### config.mk
export PLATFORM = sky130hd
export DESIGN_NAME = game_flow_ctrl
export DESIGN_NICKNAME = d
export VERILOG_FILES = /design/src/rtl/game_flow_ctrl.sv
export SDC_FILE = /design/constraint.sdc
export NUM_CORES = 1
export LEC_CHECK = 0
export ABC_AREA = 1
export BUFFER_PORTS_ARGS = -buffer_cell sky130_fd_sc_hd__buf_2
export CAP_MARGIN = 20
export CORE_MARGIN = 8
export CORE_UTILIZATION = 64
export CTS_CLUSTER_SIZE = 8
export DETAILED_ROUTE_END_ITERATION = 8
export HOLD_SLACK_MARGIN = 0.06
export PLACE_DENSITY_LB_ADDON = 0.25
export SYNTH_ARGS = -nofsm -noshare
export SYNTH_HDL_FRONTEND = slang
export SYNTH_SLANG_ARGS = --single-unit
### constraint.sdc
create_clock -name clk -period 9 [get_ports clk]
set_input_delay 1.35 -clock clk [delete_from_list [all_inputs] [get_ports clk]]
set_output_delay 1.35 -clock clk [all_outputs]
set_load 0.01 [all_outputs]
### src/rtl/game_flow_ctrl.sv
// Game-flow controller: tick generator, game FSM, lives/level/score,
// respawn position and per-level oscillating lava height.
module game_flow_ctrl #(
  parameter int TICK_DIV      = 833334,
  parameter int NUM_LEVELS    = 4,
  parameter int LEVEL_W       = 2,
  parameter int START_LIVES   = 3,
  parameter logic [2**LEVEL_W-1:0] LAVA_MASK = 4'b0001,
  parameter int LAVA_TOP      = 380,
  parameter int LAVA_SPEED    = 3,
  parameter int LAVA_STEP_INC = 1,
  parameter int BOOST_STEP    = 2,
  parameter int RESPAWN_TICKS = 60,
  parameter int CLEAR_TICKS   = 90,
  parameter int SPAWN_X       = 20
) (
  input  logic               clk,
  input  logic               rst,
  input  logic               in_lava,
  input  logic               at_goal_region,
  input  logic               jump_landed_pulse,
  input  logic               pause_pulse,
  input  logic               restart_pulse,
  output logic               game_tick,
  output logic [2:0]         game_state,
  output logic               freeze,
  output logic [LEVEL_W-1:0] level,
  output logic [2:0]         lives,
  output logic [15:0]        score,
  output logic [9:0]         lava_height,
  output logic [9:0]         player_x_reset,
  output logic [9:0]         player_y_reset,
  output logic               respawn_pulse
);

  localparam int CW = (TICK_DIV > 2) ? $clog2(TICK_DIV) : 1;

  typedef enum logic [2:0] {
    S_RUNNING     = 3'd0,
    S_GAME_OVER   = 3'd1,
    S_WIN         = 3'd2,
    S_PAUSED      = 3'd3,
    S_DYING       = 3'd4,
    S_LEVEL_CLEAR = 3'd5
  } state_t;

  state_t             state_q, state_d;
  logic [CW-1:0]      cnt_q;
  logic               tick_q;
  logic               tick;
  logic [LEVEL_W-1:0] level_q, level_d;
  logic [2:0]         lives_q, lives_d;
  logic [15:0]        score_q, score_d;
  logic [9:0]         lava_q, lava_d;
  logic               rise_q, rise_d;
  logic [15:0]        hold_q, hold_d;
  logic [9:0]         ypos_q, ypos_d;
  logic               resp_q, resp_d;
  logic               pp_q, pp_d;
  logic               pr_q, pr_d;
  logic               pl_q, pl_d;
  logic [10:0]        step, sum, diff;

  assign tick = (cnt_q == CW'(TICK_DIV - 1));

  always_ff @(posedge clk or negedge rst) begin
    if (!rst) begin
      cnt_q  <= '0;
      tick_q <= 1'b0;
    end else begin
      cnt_q  <= tick ? '0 : cnt_q + CW'(1);
      tick_q <= tick;
    end
  end

  always_ff @(posedge clk or negedge rst) begin
    if (!rst) begin
      state_q <= S_RUNNING;
      level_q <= '0;
      lives_q <= 3'(START_LIVES);
      score_q <= '0;
      lava_q  <= '0;
      rise_q  <= 1'b1;
      hold_q  <= '0;
      ypos_q  <= 10'd344;
      resp_q  <= 1'b0;
      pp_q    <= 1'b0;
      pr_q    <= 1'b0;
      pl_q    <= 1'b0;
    end else begin
      state_q <= state_d;
      level_q <= level_d;
      lives_q <= lives_d;
      score_q <= score_d;
      lava_q  <= lava_d;
      rise_q  <= rise_d;
      hold_q  <= hold_d;
      ypos_q  <= ypos_d;
      resp_q  <= resp_d;
      pp_q    <= pp_d;
      pr_q    <= pr_d;
      pl_q    <= pl_d;
    end
  end

  always_comb begin
    state_d = state_q;
    level_d = level_q;
    lives_d = lives_q;
    score_d = score_q;
    lava_d  = lava_q;
    rise_d  = rise_q;
    hold_d  = hold_q;
    ypos_d  = ypos_q;
    resp_d  = 1'b0;
    // a pulse landing on the consuming clk survives into the next tick
    pp_d    = tick ? pause_pulse : (pp_q | pause_pulse);
    pr_d    = tick ? restart_pulse : (pr_q | restart_pulse);
    pl_d    = tick ? jump_landed_pulse : (pl_q | jump_landed_pulse);
    step    = 11'(LAVA_SPEED) + 11'(level_q) * 11'(LAVA_STEP_INC)
            + ((rise_q && pl_q) ? 11'(BOOST_STEP) : 11'd0);
    sum     = {1'b0, lava_q} + step;
    diff    = {1'b0, lava_q} - step;
    if (tick) begin
      if (pr_q) begin
        state_d = S_RUNNING;
        level_d = '0;
        lives_d = 3'(START_LIVES);
        score_d = '0;
        lava_d  = '0;
        rise_d  = 1'b1;
        hold_d  = '0;
        ypos_d  = 10'd344;
        resp_d  = 1'b1;
      end else begin
        unique case (state_q)
          S_RUNNING: begin
            if (!LAVA_MASK[level_q]) begin
              lava_d = '0;
              rise_d = 1'b1;
            end else if (rise_q) begin
              if (sum >= 11'(LAVA_TOP)) begin
                lava_d = 10'(LAVA_TOP);
                rise_d = 1'b0;
              end else begin
                lava_d = sum[9:0];
              end
            end else if ({1'b0, lava_q} >= step) begin
              lava_d = diff[9:0];
            end else begin
              lava_d = '0;
              rise_d = 1'b1;
            end
            if (pl_q && score_q != 16'hFFFF)
              score_d = score_q + 16'd1;
            if (in_lava) begin
              lives_d = lives_q - 3'd1;
              if (lives_q == 3'd1) begin
                state_d = S_GAME_OVER;
              end else begin
                state_d = S_DYING;
                hold_d  = 16'(RESPAWN_TICKS);
              end
            end else if (at_goal_region) begin
              if (level_q == LEVEL_W'(NUM_LEVELS - 1)) begin
                state_d = S_WIN;
              end else begin
                state_d = S_LEVEL_CLEAR;
                hold_d  = 16'(CLEAR_TICKS);
              end
            end else if (pp_q) begin
              state_d = S_PAUSED;
            end
          end
          S_PAUSED: begin
            if (pp_q)
              state_d = S_RUNNING;
          end
          S_DYING, S_LEVEL_CLEAR: begin
            if (hold_q == 16'd1) begin
              state_d = S_RUNNING;
              resp_d  = 1'b1;
              lava_d  = '0;
              rise_d  = 1'b1;
              if (state_q == S_LEVEL_CLEAR) begin
                level_d = level_q + LEVEL_W'(1);
                ypos_d  = 10'd364;
              end
            end else begin
              hold_d = hold_q - 16'd1;
            end
          end
          default: ;
        endcase
      end
    end
  end

  always_comb begin
    game_state     = state_q;
    freeze         = (state_q != S_RUNNING);
    game_tick      = tick_q;
    level          = level_q;
    lives          = lives_q;
    score          = score_q;
    lava_height    = lava_q;
    player_x_reset = 10'(SPAWN_X);
    player_y_reset = ypos_q;
    respawn_pulse  = resp_q;
  end

endmodule

==> impl_metrics.tcl <==
set metrics [dict create \
    start_kind "flop" \
    final-seq-area_um2 1960 \
    status "finished clean" \
    vdd_drop_max_mv 0.0956 \
    grt.total_usage 0.226 \
    syn_inst 758 \
    cts_buffers 9 \
    ioPinCount 64 \
    required_ns 9.25 \
    ctsHoldBuffers 0 \
    numPortBuffers 46 \
    synthAdderAreaFrac 0.0525 \
    p_per_area_nw_per_um2 103 \
    yosys.area.top_type "dfrtp_1" \
    ys.flop_type "dfrtp_1" \
    path_class "reg -> reg" \
    clkSlewWorstSetupHoldPaths_ns 0.08 \
    drive_gt1_frac 0.143 \
    hp-class "reg -> reg" \
    synthDistinctLibCells 48 \
    antenna_found_initial 0 \
    grt_first_pass_wirelength_um 21700 \
    crit_buf_inv 2 \
    synth-xor-area-share 0.0491 \
    cts_root_buffer "clkbuf_8" \
    netlist_area_um2 5530 \
    route.detailed.drc 0 \
    n_antenna_cell 0 \
    cp.arrival_ns 3.57 \
    yosysSeqAreaShare 0.354 \
    period_needed_ns 3.32 \
    clock_latency_ns 0.36 \
    ant_nets 0 \
    grt_pass1_vias 4741 \
    synth.ff_latch_count 78 \
    tightestPinTransition_ns 0.964 \
    worst_path_largest_cell_delay_ns 0.69 \
    yosysWarnings 0 \
    start_util 0.647 \
    yosys-top-cells-area "dfrtp_1 33%, nand2_1 12%, inv_1 6.6%" \
    synth_top_area_share 0.335 \
    dr.pass1.iters 5 \
    die_h_um 109 \
    vias 5097 \
    die-area_um2 11900 \
    fin_crit_sh 0.369 \
    synth.most_common_cell "nand2_1" \
    final_max_slew_viol_count 0 \
    crit_path_end_kind "flop" \
    clock_sinks 78 \
    coreArea_um2 8550 \
    synthMuxAreaShare 0 \
    overflow 0 \
    p_leak_nw 2.96 \
    slew_headroom 0.357 \
    async_flop_share 1.00 \
    first_iter_violations 303 \
    rsz0062_at_grt "no" \
    dpl.hpwl_um 9670 \
    h-tree-depth 3 \
    whs_ns 0.488 \
    synthTopCellsByCount "181 x nand2_1, 97 x inv_1, 78 x nor2_1" \
    critPathMaxFanout 16 \
    multi_input_comb_area_um2 2990 \
    synth_compound_area_frac 0.113 \
    routedWlPerCell_um 14.2 \
    gp_congestion 0.972 \
    routed_via_density 5.62 \
    cp_top_family "simple AND/OR/NAND/NOR gates" \
    clock.fmax_mhz 301 \
    die_x_um 109 \
    maxCapViolations 0 \
    area_growth_pct 6.63 \
    cpMaxStageDelayCell "dfstp_2" \
    fin_nets 823 \
    synth-simple-area-share 0.314 \
    cts_tree "built" \
    path_cells "nand2_1 -> ha_1 -> inv_1 -> ha_1 -> ha_1 -> ha_1 -> nand2_1 -> nand2_1 -> nand4_1 -> nand2_1 -> inv_1 -> nand3_1 -> nand2_1 -> nand2_1 -> nand4_1 -> nand2_1 -> nand2_1" \
    finalSetupTns_ns 0 \
    ctsResizeCount 0 \
    synth_enable_flop_cells 0 \
    syn_avg_cell_area_um2 7.29 \
    rows 34 \
    hold_viol_final 0 \
    grt_max_degree 79 \
    skew_ns 0.0115 \
    clk_path_buf_depth 2 \
    synth_top_family_by_area "simple AND/OR/NAND/NOR gates" \
    path_common_cell "nand2_1" \
    routed_wl_um 12900 \
    finalSetupViolations 0 \
    cts_setup_buffers 0 \
    fillCellCount 735 \
]
layout make-up:
cell class / instances / share of cell area
Multi-Input combinational cell: 553 / 0.507
Sequential cell: 78 / 0.332
Inverter: 105 / 0.0671
Timing Repair Buffer: 47 / 0.0414
Clock buffer: 11 / 0.0240
Tap cell: 108 / 0.0229
Clock inverter: 5 / 0.00594
logic make-up (layout without fill, tap and decap cells):
family,count (synthesis),after routing
other,2,17
buffers and inverters,142,168
adders and majority gates,22,22
DFF,78,78
and+or+nand+nor,389,389
xor gates and xnor gates,31,31
AOI/OAI and AO/OA,94,94
worst register-to-register path, delay by kind of cell (launching register included):
family	cells	cell delay, ns
adder cells (fa/ha/maj)	4	1.19
buffers and inverters	2	0.10
flip-flops	1	0.69
AND/OR/NAND/NOR	11	1.24
path summary, 6_finish.rpt:
kind / cells past startpoint / start / to / slack [ns]
max: 17 / rise_q / lava_height[6] / 5.68
min: 1 / pp_q / pp_q / 0.49
max reg2reg: 17 / rise_q / lava_height[6] / 5.68
min reg2reg: 1 / pp_q / pp_q / 0.49
max in group asynchronous: 1 / rst / hold_q[9] / 7.24
min in group asynchronous: 1 / rst / score[10] / 1.14
power breakdown:
| part | switching (W) | internal (W) |
|---|---|---|
| Combinational | 0.0000117 | 0.00000187 |
| Sequential | 0.000000165 | 0.000351 |
| Clock | 0.000133 | 0.000108 |
state kept, by name, summed over array words and instances, names as in the netlist:
register and count:
level 2, pl_q 1, pr_q 1, hold_q 16
rise_q 1, score 16, player_y_reset 2, lava_height 10
game_tick 1, respawn_pulse 1, cnt_q 20, game_state 3
lives 3, pp_q 1
layer usage:
layer / wire length, µm / GRT usage / up-vias
met5: 0 / 0 / -
met4: 301 / 0.0762 / 0
met3: 928 / 0.0526 / 23
met2: 6140 / 0.365 / 159
met1: 5530 / 0.291 / 2419
li1: - / - / 2496
placed cells by master, fill, tap and decap left out, types with 10 or more instances in the layout:
cell,instances
clkbuf_8,10
nor3_1,15
a21oi_1,15
inv_1,97
o31ai_1,16
conb_1,17
xor2_1,23
nand4_1,31
nand3_1,55
nand2_1,181
nor2_1,78
dfrtp_1,74
o21ai_0,22
buf_2,45
ha_1,20
o21ai_2,14
stage by stage:
stage	instance area (µm²)	cells	utilization	setup WS (ns)	power (W)
2_1_floorplan	5590	773	-	5.76	0.000368
3_3_place_gp	5710	890	0.668	5.71	0.000371
3_5_place_dp	5720	891	0.669	5.74	0.000371
4_1_cts	5900	907	0.689	5.73	0.000611
5_1_grt	5900	907	0.689	5.43	0.000629
6_report	5900	907	0.689	5.68	0.000605
Note: power is estimated with default switching activity, not from simulation.
